<file path="src/rtl/spr_unit_pkg.sv">
// Shared types and helpers for the SPR execution unit.
package spr_unit_pkg;

  // Widest CR the field-mask helper supports (fields of 4 bits each).
  localparam int CR_FIELDS_MAX = 16;

  typedef enum logic [3:0] {
    OP_CR_AND  = 4'd0,
    OP_CR_OR   = 4'd1,
    OP_CR_XOR  = 4'd2,
    OP_CR_NAND = 4'd3,
    OP_CR_NOR  = 4'd4,
    OP_CR_EQV  = 4'd5,
    OP_CR_ANDC = 4'd6,
    OP_CR_ORC  = 4'd7,
    OP_MCRF    = 4'd8,
    OP_MTCRF   = 4'd9,
    OP_MFCR    = 4'd10,
    OP_MFSPR   = 4'd11,
    OP_MTSPR   = 4'd12,
    OP_MFMSR   = 4'd13,
    OP_MTMSR   = 4'd14
  } spr_op_e;

  // fxm bit j selects CR field (fields-1-j), which lives in CR bits [4j+3:4j],
  // so the mask is just each fxm bit widened to a nibble in place. Callers
  // truncate the result to their CR width.
  function automatic logic [4*CR_FIELDS_MAX-1:0] cr_field_mask(
    input logic [CR_FIELDS_MAX-1:0] fxm
  );
    logic [4*CR_FIELDS_MAX-1:0] mask;
    for (int j = 0; j < CR_FIELDS_MAX; j++) begin
      mask[4*j +: 4] = {4{fxm[j]}};
    end
    return mask;
  endfunction

endpackage

</file>
<file path="src/rtl/spr_unit_if.sv">
// Issue / result handshake bundle between the execute stage and spr_unit.
interface spr_unit_if
  import spr_unit_pkg::*;
#(
  parameter int DWIDTH    = 32,
  parameter int CR_FIELDS = 8,
  parameter int SPR_AW    = 4
);
  logic                 in_valid;
  logic                 in_ready;
  spr_op_e              in_op;
  logic [4:0]           in_sel_a;
  logic [4:0]           in_sel_b;
  logic [4:0]           in_sel_t;
  logic [CR_FIELDS-1:0] in_fxm;
  logic [SPR_AW-1:0]    in_spr;
  logic [DWIDTH-1:0]    in_a;
  logic                 out_valid;
  logic                 out_ready;
  logic [DWIDTH-1:0]    out_res;
  logic                 out_fault;

  modport master (
    output in_valid, in_op, in_sel_a, in_sel_b, in_sel_t, in_fxm, in_spr, in_a,
    output out_ready,
    input  in_ready, out_valid, out_res, out_fault
  );

  modport slave (
    input  in_valid, in_op, in_sel_a, in_sel_b, in_sel_t, in_fxm, in_spr, in_a,
    input  out_ready,
    output in_ready, out_valid, out_res, out_fault
  );
endinterface

</file>
<file path="src/rtl/spr_cr_logic.sv">
// Combinational next-CR: CR-bit logic, field copy and masked field move.
// CR bit n is cr[DWIDTH-1-n] and field 0 sits in the MSBs, so ascending
// packed views of cr give bit/field indexing directly.
module spr_cr_logic
  import spr_unit_pkg::*;
#(
  parameter int DWIDTH    = 32,
  parameter int CR_FIELDS = 8
) (
  input  spr_op_e              op,
  input  logic [4:0]           sel_a,
  input  logic [4:0]           sel_b,
  input  logic [4:0]           sel_t,
  input  logic [CR_FIELDS-1:0] fxm,
  input  logic [DWIDTH-1:0]    a,
  input  logic [DWIDTH-1:0]    cr,
  output logic [DWIDTH-1:0]    cr_next
);
  logic [0:DWIDTH-1]          cr_bits;
  logic [0:DWIDTH-1]          bits_next;
  logic [0:CR_FIELDS-1][3:0]  cr_flds;
  logic [0:CR_FIELDS-1][3:0]  flds_next;
  logic [DWIDTH-1:0]          mtcrf_mask;
  logic                       bit_a;
  logic                       bit_b;
  logic                       bit_t;

  assign cr_bits    = cr;
  assign cr_flds    = cr;
  assign mtcrf_mask = DWIDTH'(cr_field_mask(CR_FIELDS_MAX'(fxm)));

  // Evaluate every candidate CR update and pick the one for this op.
  always_comb begin
    bit_a = cr_bits[sel_a];
    bit_b = cr_bits[sel_b];
    bit_t = 1'b0;
    case (op)
      OP_CR_AND:  bit_t = bit_a & bit_b;
      OP_CR_OR:   bit_t = bit_a | bit_b;
      OP_CR_XOR:  bit_t = bit_a ^ bit_b;
      OP_CR_NAND: bit_t = ~(bit_a & bit_b);
      OP_CR_NOR:  bit_t = ~(bit_a | bit_b);
      OP_CR_EQV:  bit_t = ~(bit_a ^ bit_b);
      OP_CR_ANDC: bit_t = bit_a & ~bit_b;
      OP_CR_ORC:  bit_t = bit_a | ~bit_b;
      default:    bit_t = 1'b0;
    endcase

    bits_next        = cr_bits;
    bits_next[sel_t] = bit_t;

    // Source is read from the pre-op CR even when it equals the target.
    flds_next              = cr_flds;
    flds_next[sel_t[4:2]]  = cr_flds[sel_a[4:2]];

    cr_next = cr;
    case (op)
      OP_CR_AND, OP_CR_OR, OP_CR_XOR, OP_CR_NAND,
      OP_CR_NOR, OP_CR_EQV, OP_CR_ANDC, OP_CR_ORC: cr_next = bits_next;
      OP_MCRF:  cr_next = flds_next;
      OP_MTCRF: cr_next = (cr & ~mtcrf_mask) | (a & mtcrf_mask);
      default:  cr_next = cr;
    endcase
  end
endmodule

</file>
<file path="src/rtl/spr_unit.sv">
// Registered SPR execution unit: owns CR, MSR and the SPR bank, executes
// CR logic and CR/GPR/SPR/MSR moves with a one-entry result register.
module spr_unit
  import spr_unit_pkg::*;
#(
  parameter int                 DWIDTH        = 32,
  parameter int                 CR_FIELDS     = 8,
  parameter int                 NUM_SPR       = 16,
  parameter logic [NUM_SPR-1:0] SPR_PRIV_MASK = 16'hfff0,
  parameter int                 PR_BIT        = 14
) (
  input  logic              clk,
  input  logic              reset,
  spr_unit_if.slave         bus,
  output logic [DWIDTH-1:0] cr,
  output logic [DWIDTH-1:0] msr
);
  localparam int SPR_AW = $clog2(NUM_SPR);

  if (DWIDTH != 4*CR_FIELDS) begin : g_width_chk
    $error("spr_unit: DWIDTH must equal 4*CR_FIELDS");
  end
  if (CR_FIELDS > CR_FIELDS_MAX) begin : g_fields_chk
    $error("spr_unit: CR_FIELDS exceeds CR_FIELDS_MAX");
  end

  logic [DWIDTH-1:0] spr_q [NUM_SPR];
  logic [DWIDTH-1:0] cr_next_p0;
  logic [DWIDTH-1:0] spr_rd_p0;
  logic [DWIDTH-1:0] res_p0;
  logic              accept_p0;
  logic              pr_p0;
  logic              spr_oob_p0;
  logic              spr_priv_p0;
  logic              fault_p0;
  logic              op_known_p0;

  assign bus.in_ready = !bus.out_valid || bus.out_ready;
  assign accept_p0    = bus.in_valid && bus.in_ready;
  assign pr_p0        = msr[PR_BIT];

  // Indices past a non-power-of-two bank are never backed by storage.
  assign spr_oob_p0   = (int'(bus.in_spr) >= NUM_SPR);
  assign spr_priv_p0  = spr_oob_p0 ? 1'b1 : SPR_PRIV_MASK[bus.in_spr];
  assign spr_rd_p0    = spr_oob_p0 ? '0 : spr_q[bus.in_spr];

  spr_cr_logic #(
    .DWIDTH    (DWIDTH),
    .CR_FIELDS (CR_FIELDS)
  ) u_cr_logic (
    .op      (bus.in_op),
    .sel_a   (bus.in_sel_a),
    .sel_b   (bus.in_sel_b),
    .sel_t   (bus.in_sel_t),
    .fxm     (bus.in_fxm),
    .a       (bus.in_a),
    .cr      (cr),
    .cr_next (cr_next_p0)
  );

  // Result and privilege fault for the op at the issue port.
  always_comb begin
    res_p0      = bus.in_a;
    fault_p0    = 1'b0;
    op_known_p0 = 1'b1;
    case (bus.in_op)
      OP_CR_AND, OP_CR_OR, OP_CR_XOR, OP_CR_NAND, OP_CR_NOR,
      OP_CR_EQV, OP_CR_ANDC, OP_CR_ORC, OP_MCRF, OP_MTCRF: res_p0 = bus.in_a;
      OP_MFCR:  res_p0 = cr;
      OP_MFSPR: begin
        fault_p0 = spr_oob_p0 || (pr_p0 && spr_priv_p0);
        res_p0   = spr_rd_p0;
      end
      OP_MTSPR: fault_p0 = spr_oob_p0 || (pr_p0 && spr_priv_p0);
      OP_MFMSR: res_p0 = msr;
      OP_MTMSR: fault_p0 = pr_p0;
      default: begin
        res_p0      = 'x;
        op_known_p0 = 1'b0;
      end
    endcase
    if (fault_p0) res_p0 = '0;
  end

  // ---- p0 -> p1: architectural state commits on the accepting edge ----
  // Faulted ops leave CR, MSR and the SPR bank untouched.
  always_ff @(posedge clk or negedge reset) begin
    if (!reset) begin
      cr  <= '0;
      msr <= '0;
      for (int i = 0; i < NUM_SPR; i++) spr_q[i] <= '0;
    end else if (accept_p0 && !fault_p0) begin
      cr <= cr_next_p0;
      if (bus.in_op == OP_MTMSR) msr <= bus.in_a;
      if (bus.in_op == OP_MTSPR) spr_q[bus.in_spr] <= bus.in_a;
    end
  end

  // One-entry result register; contents hold while the consumer stalls.
  always_ff @(posedge clk or negedge reset) begin
    if (!reset) begin
      bus.out_valid <= 1'b0;
      bus.out_res   <= '0;
      bus.out_fault <= 1'b0;
    end else if (accept_p0) begin
      bus.out_valid <= 1'b1;
      bus.out_res   <= res_p0;
      bus.out_fault <= fault_p0;
    end else if (bus.out_ready) begin
      bus.out_valid <= 1'b0;
    end
  end

  // Undefined opcodes execute as no-ops; flag them in simulation.
  always_ff @(posedge clk) begin
    if (reset && accept_p0) begin
      assert (op_known_p0) else $error("spr_unit: undefined op %0d", bus.in_op);
    end
  end
endmodule

</file>
<file path="src/flat_wrapper.sv">
// flat-port wrapper written by rule: the top's interface ports become plain ports
module spr_unit_flat import spr_unit_pkg::*;
#(
  parameter int                 DWIDTH        = 32,
  parameter int                 CR_FIELDS     = 8,
  parameter int                 NUM_SPR       = 16,
  parameter logic [NUM_SPR-1:0] SPR_PRIV_MASK = 16'hfff0,
  parameter int                 PR_BIT        = 14
)
  (clk, reset, cr, msr, bus_in_valid, bus_in_op, bus_in_sel_a, bus_in_sel_b, bus_in_sel_t, bus_in_fxm, bus_in_spr, bus_in_a, bus_out_ready, bus_in_ready, bus_out_valid, bus_out_res, bus_out_fault);
  spr_unit_if #(.DWIDTH(DWIDTH), .CR_FIELDS(CR_FIELDS), .SPR_AW(4)) bus_i ();
  input  logic clk;
  input  logic reset;
  output logic [DWIDTH-1:0] cr;
  output logic [DWIDTH-1:0] msr;
  input wire logic [$bits(bus_i.in_valid)-1:0] bus_in_valid;
  input wire logic [$bits(bus_i.in_op)-1:0] bus_in_op;
  input wire logic [$bits(bus_i.in_sel_a)-1:0] bus_in_sel_a;
  input wire logic [$bits(bus_i.in_sel_b)-1:0] bus_in_sel_b;
  input wire logic [$bits(bus_i.in_sel_t)-1:0] bus_in_sel_t;
  input wire logic [$bits(bus_i.in_fxm)-1:0] bus_in_fxm;
  input wire logic [$bits(bus_i.in_spr)-1:0] bus_in_spr;
  input wire logic [$bits(bus_i.in_a)-1:0] bus_in_a;
  input wire logic [$bits(bus_i.out_ready)-1:0] bus_out_ready;
  output wire logic [$bits(bus_i.in_ready)-1:0] bus_in_ready;
  output wire logic [$bits(bus_i.out_valid)-1:0] bus_out_valid;
  output wire logic [$bits(bus_i.out_res)-1:0] bus_out_res;
  output wire logic [$bits(bus_i.out_fault)-1:0] bus_out_fault;
  assign bus_i.in_valid = bus_in_valid;
  assign bus_i.in_op = bus_in_op;
  assign bus_i.in_sel_a = bus_in_sel_a;
  assign bus_i.in_sel_b = bus_in_sel_b;
  assign bus_i.in_sel_t = bus_in_sel_t;
  assign bus_i.in_fxm = bus_in_fxm;
  assign bus_i.in_spr = bus_in_spr;
  assign bus_i.in_a = bus_in_a;
  assign bus_i.out_ready = bus_out_ready;
  assign bus_in_ready = bus_i.in_ready;
  assign bus_out_valid = bus_i.out_valid;
  assign bus_out_res = bus_i.out_res;
  assign bus_out_fault = bus_i.out_fault;
  spr_unit #(.DWIDTH(DWIDTH), .CR_FIELDS(CR_FIELDS), .NUM_SPR(NUM_SPR), .SPR_PRIV_MASK(SPR_PRIV_MASK), .PR_BIT(PR_BIT)) u_core (.clk(clk), .reset(reset), .bus(bus_i), .cr(cr), .msr(msr));
endmodule
</file>
<file path="config.mk">
export PLATFORM = sky130hd
export DESIGN_NAME = spr_unit_flat
export DESIGN_NICKNAME = d
export VERILOG_FILES = /design/src/rtl/spr_unit_pkg.sv /design/src/rtl/spr_unit_if.sv /design/src/rtl/spr_cr_logic.sv /design/src/rtl/spr_unit.sv /design/src/flat_wrapper.sv
export SDC_FILE = /design/constraint.sdc
export NUM_CORES = 1
export LEC_CHECK = 0
export CORE_ASPECT_RATIO = 2
export CORE_MARGIN = 5
export CORE_UTILIZATION = 44
export CTS_CLUSTER_DIAMETER = 40
export CTS_CLUSTER_SIZE = 24
export DETAILED_ROUTE_END_ITERATION = 7
export GPL_TIMING_DRIVEN = 0
export PLACE_DENSITY = 0.73
export SLEW_MARGIN = 20
export SYNTH_ARGS = -nofsm -noshare
export SYNTH_HDL_FRONTEND = slang
export SYNTH_SLANG_ARGS = --single-unit
</file>
<file path="constraint.sdc">
create_clock -name clk -period 2.8 [get_ports clk]
set_input_delay 0.28 -clock clk [delete_from_list [all_inputs] [get_ports clk]]
set_output_delay 0.28 -clock clk [all_outputs]
set_load 0.1 [all_outputs]
</file>
# Word level (Yosys, flattened, before mapping)
# Memory sizes are Yosys's and may differ from the RTL's.
# Index checks and enable logic that the tools add are counted.
[totals]
ram_bits = 0
mem_bits_ro = 16
latch_bits = 0
output_inout_bits = 99
input_bits = 67
regBits = 610
word_cells = 112
memories = 1
[memory_table]
columns = ["name", "depth", "width", "rd", "rd_clocked_by_memory_dff", "write_ports", "line", "rtl"]
rows = [
  ["(name not given)", 16, 1, 1, 0, 0, "spr_unit.sv:44", "assign spr_priv_p0 = spr_oob_p0 ? 1'b1 : SPR_PRIV_MASK[bus.in_spr];"],
]
[op_classes]
add_sub_neg = 0
n_reduce_logical = 18
mux = 29
n_eq_ne = 14
shifts = 0
div_mod_pow = 0
bitwise = 19
order_cmp = 10
multipliers = 0
[ops]
columns = ["operator", "n"]
rows = [
  ["$bwmux W512", 1],
  ["$bmux W32 S4", 1],
  ["$demux W32 S4", 1],
  ["$mux W32", 4],
  ["$pmux W32 S4", 1],
  ["$pmux W32 S3", 1],
  ["$and A32 B32 Y32", 2],
  ["$bwmux W32", 2],
  ["$not A32 Y32", 1],
  ["$or A32 B32 Y32", 1],
  ["$eq A4 B4 Y1 const B", 7],
  ["$ge A6 B6 Y1 const B", 3],
  ["$not A5 Y6", 3],
  ["$eq A4 B3 Y1 const B", 4],
  ["$bmux W4 S3", 1],
  ["$demux W4 S3", 1],
  ["$mux W4", 3],
  ["$reduce_or A12 Y1", 1],
  ["$bmux W1 S5", 2],
  ["$eq A4 B2 Y1 const B", 2],
  ["$ge A4 B4 Y1 const B", 2],
  ["$mux W1", 8],
  ["$not A3 Y4", 2],
  ["$pmux W1 S8", 1],
  ["other kinds (22)", 35],
]

# Depth between registers and ports, before layout
[logic_depth]
word_depth = 9
depth_mapped = 12
ltp_nobuf = 10

# Hierarchy
# Synthesis repeated with hierarchy kept, for this count alone.
[hier_totals]
hier_cells = 2141
area_unflattened_um2 = 30297.8
[modules_own_cells]
columns = ["module", "seq_area_each_um2", "cells_per_inst", "n_inst", "area_each_um2"]
rows = [
  ["spr_unit", 15264.6, 1779, 1, 27521.4],
  ["spr_cr_logic", 0.0, 362, 1, 2776.4],
]

# Least setup slack after synthesis
# Ideal clock, no wire load.
[synth_timing]
path_type = "reg2reg"
start = "register u_core.cr[0]"
end = "register u_core.cr[0]"
arrival_time_ps = 3392
path_slack_ps = -727
synth_period_minus_slack_ps = 3527
stages_incl_launch_ff = 12
n_path_buf = 1
setup_ps = 135
t_required_ps = 2665
path_cell_list = "dfrtp_1 -> mux4_2 -> mux4_2 -> mux2i_1 -> inv_1 -> ha_1 -> or2_2 -> a21oi_1 -> nor4_1 -> nor2_1 -> clkbuf_1 -> o31ai_1"
[synth_via]
elab_chain_cells = 8
word_cells_on_any_way = 24
classes_between = "13 x mux; 11 x bitwise"
[synth_lines]
columns = ["item", "line", "rtl"]
rows = [
  ["from (decl)", "spr_unit.sv:15", "output logic [DWIDTH-1:0] cr,"],
  ["from (signal assigned)", "spr_unit.sv:93", "cr <= cr_next_p0;"],
  ["$bmux W1 S5 (on tied branches)", "spr_cr_logic.sv:35, spr_cr_logic.sv:34", ""],
  ["$mux W1 (on tied branches) (2 in series)", "spr_cr_logic.sv:35, spr_cr_logic.sv:34", ""],
  ["$not A1 Y1 (tied with other cells)", "spr_cr_logic.sv:44, spr_cr_logic.sv:45", ""],
  ["$or A1 B1 Y1 (tied with other cells)", "spr_cr_logic.sv:45", "OP_CR_ORC: bit_t = bit_a | ~bit_b;"],
  ["$pmux W1 S8", "spr_cr_logic.sv:37", "case (op)"],
  ["$bwmux W32", "spr_cr_logic.sv:50", "bits_next[sel_t] = bit_t;"],
  ["$pmux W32 S3 *", "spr_cr_logic.sv:57", "case (op)"],
]
# Every way passes the cells marked *; elsewhere a longest branch is shown, timed or not. The select of a mux whose other input is x is not followed.
# A chain may end at the register's enable or synchronous reset.

# Worst setup path after layout
[layout_timing]
start = "register u_core.cr[4]"
end = "register u_core.cr[23]"
[layout_via]
elab_chain_cells = 8
word_cells_on_any_way = 18
classes_between = "9 x mux; 9 x bitwise"
[layout_lines]
columns = ["item", "line"]
rows = [
  ["$bmux W1 S5 (on tied branches)", "spr_cr_logic.sv:35, spr_cr_logic.sv:34"],
  ["$mux W1 (on tied branches) (2 in series)", "spr_cr_logic.sv:35, spr_cr_logic.sv:34"],
  ["$not A1 Y1 (tied with other cells)", "spr_cr_logic.sv:44, spr_cr_logic.sv:45"],
  ["$or A1 B1 Y1 (tied with other cells)", "spr_cr_logic.sv:45"],
  ["$pmux W1 S8 *", "spr_cr_logic.sv:37"],
  ["$bwmux W32 *", "spr_cr_logic.sv:50"],
  ["$pmux W32 S3 *", "spr_cr_logic.sv:57"],
]
# Marked as above.

==> impl_summary.log <==
[metrics] unrepaired setup endpoints after global routing: yes
[metrics] deepest clock path buffer count: 3
[metrics] Fin. Hold Viols: 0
[metrics] FP Rows: ~140
[metrics] number of CTS-inserted buffers: 44
[metrics] signed area change from the synthesized netlist to the final layout: 16.1%
[metrics] top-level I/O count: between 150 and 200
[metrics] net load switching power: 8670 uW
[metrics] routed length per instance: 29.5 um
[metrics] Setup WS post-layout: -473 ps
[metrics] CP Capture Type: flip-flop
[metrics] Die Ht: around 380 um
[metrics] Placeable Area: slightly below 70000 um^2
[metrics] largest net degree at the start of global routing: about 120
[metrics] drt initial violations: 1843
[metrics] switching fraction of total power: 0.365
[metrics] min Tclk post-route: 3270 ps
[metrics] fraction of synthesis flops using an asynchronous set or reset pin: 1.00
[metrics] overall routed net length: roughly 98 mm
[metrics] share of cells above drive strength 1: 0.413
[metrics] number of levels the H-tree was split into: 2
[metrics] initial antenna violation count: 9
[metrics] beginning of the critical path: u_core.cr[4]
[metrics] result of the run: finished, violations left
[metrics] pwr dens: about 680 nW/um^2
[metrics] number of pins exceeding their max-slew limit in the final report: 0
[metrics] TritonCTS clock tree: built
[metrics] horizontal extent of the die: between 150 and 200 um
[metrics] arrival time of the worst setup path: 3700 ps
[metrics] portion of the clock cycle consumed by the worst path in the final layout: 1.17
[metrics] vias post-DR: 20700
[metrics] top fanout value on the critical path: 5
[metrics] violated checks: negative setup slack
[metrics] Post-Syn Area: ~30000 um^2
[metrics] clock root buffer master: clkbuf_16
[metrics] maximum operating frequency: 306 MHz
[metrics] Mapped Avg Cell Area: between 10 and 15 um^2
[metrics] share of the synthesized area in the top cell type: 0.504
[metrics] DRC violation count after routing: 0
[metrics] type of the worst setup path: flip-flop to flip-flop
[metrics] cell count after synthesis: about 2200
[metrics] GRT overflow: 0
[metrics] vias per cell: 6.23
[metrics] initial standard-cell utilization of the core: 0.442
[metrics] global-route total usage across every layer: 0.257
[metrics] area leader, netlist: dfrtp_1
[metrics] count of maximum capacitance violations: 0
[metrics] number of global-route vias before repair: roughly 23000
[metrics] Non-Filler Instances: around 3300
[metrics] Peak supply drop: 0.549 mV
[metrics] remaining max-slew budget at the tightest pin: 0.225
[metrics] worst-skew pair later-pin latency: roughly 600 ps
[metrics] count of clock tree sinks: 610
[metrics] startpoint kind of the worst setup timing path: flip-flop
[metrics] Cell Count Post-Placement: approximately 3200
[metrics] YS warnings: 0
[metrics] Die Footprint: around 74000 um^2
[metrics] Detail Placement HPWL: 72.4 mm
[metrics] hold crit path type: input pin to async pin
[metrics] setup_tns: -13650 ps
[metrics] Worst Skew: about 35 ps
[metrics] final core area utilization: 0.513
[metrics] Post-layout nets: 2450
[metrics] first-pass GRT wire length: around 150 mm
[metrics] number of nets still failing antenna checks after routing: 0
[metrics] Initial DRT Pass Iterations: 8
[metrics] internal power of the cells: 15100 uW
[metrics] combinational share of power: 0.263
[metrics] number of buffer cells added on primary ports: 120
[metrics] actual slew at the worst max-slew pin: ~1200 ps
[metrics] sequential fraction of the synthesis area: 0.504
[metrics] highest metal layer used by the detailed router: met5
[metrics] WP data required: roughly 3200 ps
[metrics] RePlAce Congestion: about 0.96
[metrics] leading cell types by total area after synthesis: dfrtp_1 50%, mux2_2 20%, mux4_2 11%
[metrics] most frequently used flop master after synthesis: dfrtp_1
[metrics] EDFF count, synth: 0
[metrics] wl on met1: roughly 32 mm
[metrics] static leakage: 0.0158 uW
[metrics] sequential power share: 0.429
[metrics] Design Area, Final: between 30000 and 40000 um^2
[metrics] wire length on met3: approximately 5.5 mm
[metrics] number of failing setup endpoints in the final timing report: 32
[metrics] clock-pin slew reported for the worst setup and hold paths after clock tree synthesis: around 80 ps
[metrics] distinct cell type count of the synthesized netlist: slightly below 60
[metrics] placed standard-cell area: around 33000 um^2
[metrics] Clk pwr share: 0.308
[metrics] syn_nets: between 2000 and 2500
[metrics] wire length on met2: between 50 and 60 mm
[metrics] Reg2Reg Launch Point: u_core.cr[4]
[metrics] register bit total from synthesis: 610
cell families after synthesis:
logic type	share of synthesized area
mux	0.341
buf+inv	0.0372
fa+ha+maj	0.00165
simple gates	0.0428
flops	0.504
compound gates	0.0729
synthesized netlist by cell type, types with 32 or more instances:
cell type,count
clkbuf_1,113
a2bb2oi_1,32
mux2i_1,75
buf_1,43
mux2_2,534
a222oi_1,32
mux4_2,151
buf_2,45
nor2_1,112
a22oi_1,32
dfrtp_1,610
a21oi_1,33
nand2_1,52
o21ai_0,35
routing by layer:
metal / track usage / vias to the layer above
met2: 0.467 / 875
met4: 0.179 / 6
met1: 0.265 / 10800
li1: - / 8617
met3: 0.0442 / 371
met5: 0 / -
cell type report:
cell class / instances / area (um^2)
Clock buffer: 46 / 1150
Timing Repair Buffer: 162 / 1700
Multi-Input combinational cell: 1324 / 14200
Inverter: 6 / 26.3
Sequential cell: 610 / 15300
Buffer: 231 / 1160
Clock inverter: 33 / 474
Antenna cell: 6 / 15.0
Fill cell: 5789 / 33400
Tap cell: 897 / 1120
what timing repair did:
item                                    in CTS  in global routing
resized for setup                           55                 23
pin swaps                                    7                  7
hold endpoints to repair                    73                  0
endpoints found under the setup margin     268                174
gates cloned                                 2                  2
setup buffers                               27                  4
hold buffers                                 1                  0
worst max-delay path: stages (launching register included):
cell,delay (ps)
dfrtp_4,520
mux4_2,490
mux4_2,520
mux2i_4,270
inv_2,100
ha_4,190
or2_4,240
a21oi_4,150
nor4_4,80
nor2_4,290
buf_6,190
a311oi_1,90
registers in the layout (all words and copies together) (netlist names):
register              cells
u_core.spr_q            512
u_core.bus.out_res       32
u_core.cr                32
u_core.msr               32
u_core.bus.out_fault      1
u_core.bus.out_valid      1
power groups by stage:
stage	logic, uW	registers, uW	clock network, uW
after floorplan	1790	12200	0
after global placement	5480	10500	0
after detailed placement	5590	10500	0
after CTS	6140	10200	7440
after global routing	6460	10200	7750
final	6250	10200	7310
path summary, 6_finish.rpt:
check / endpoint / depth (start not counted) / slack [ps]
max: u_core.cr[23] / 11 / -470
min: u_core.spr_q[92] / 2 / 170
max reg2reg: u_core.cr[23] / 11 / -470
min reg2reg: u_core.spr_q[412] / 1 / 490
max in group asynchronous: u_core.spr_q[15] / 6 / 530
min in group clk: u_core.spr_q[503] / 2 / 260
placed cells by master, fill, tap and decap left out, types with 44 or more instances in the layout:
| cell type | count |
|---|---|
| nand2_1 | 51 |
| mux2_2 | 534 |
| mux4_2 | 151 |
| buf_2 | 44 |
| clkdlybuf4s50_1 | 118 |
| clkbuf_16 | 49 |
| nor2_1 | 99 |
| mux2i_1 | 73 |
| dfrtp_1 | 577 |
| clkbuf_1 | 100 |
per-stage QoR:
stage	total power, uW	setup WS, ps	hold WS [ps]
global route	24400	-498	205
global placement	16000	-27370	462
detailed placement	16100	-825	207
CTS	23700	-384	163
finish	23800	-473	168
floorplan	14000	-313	-15.6
(Power assumes the default switching activity.)
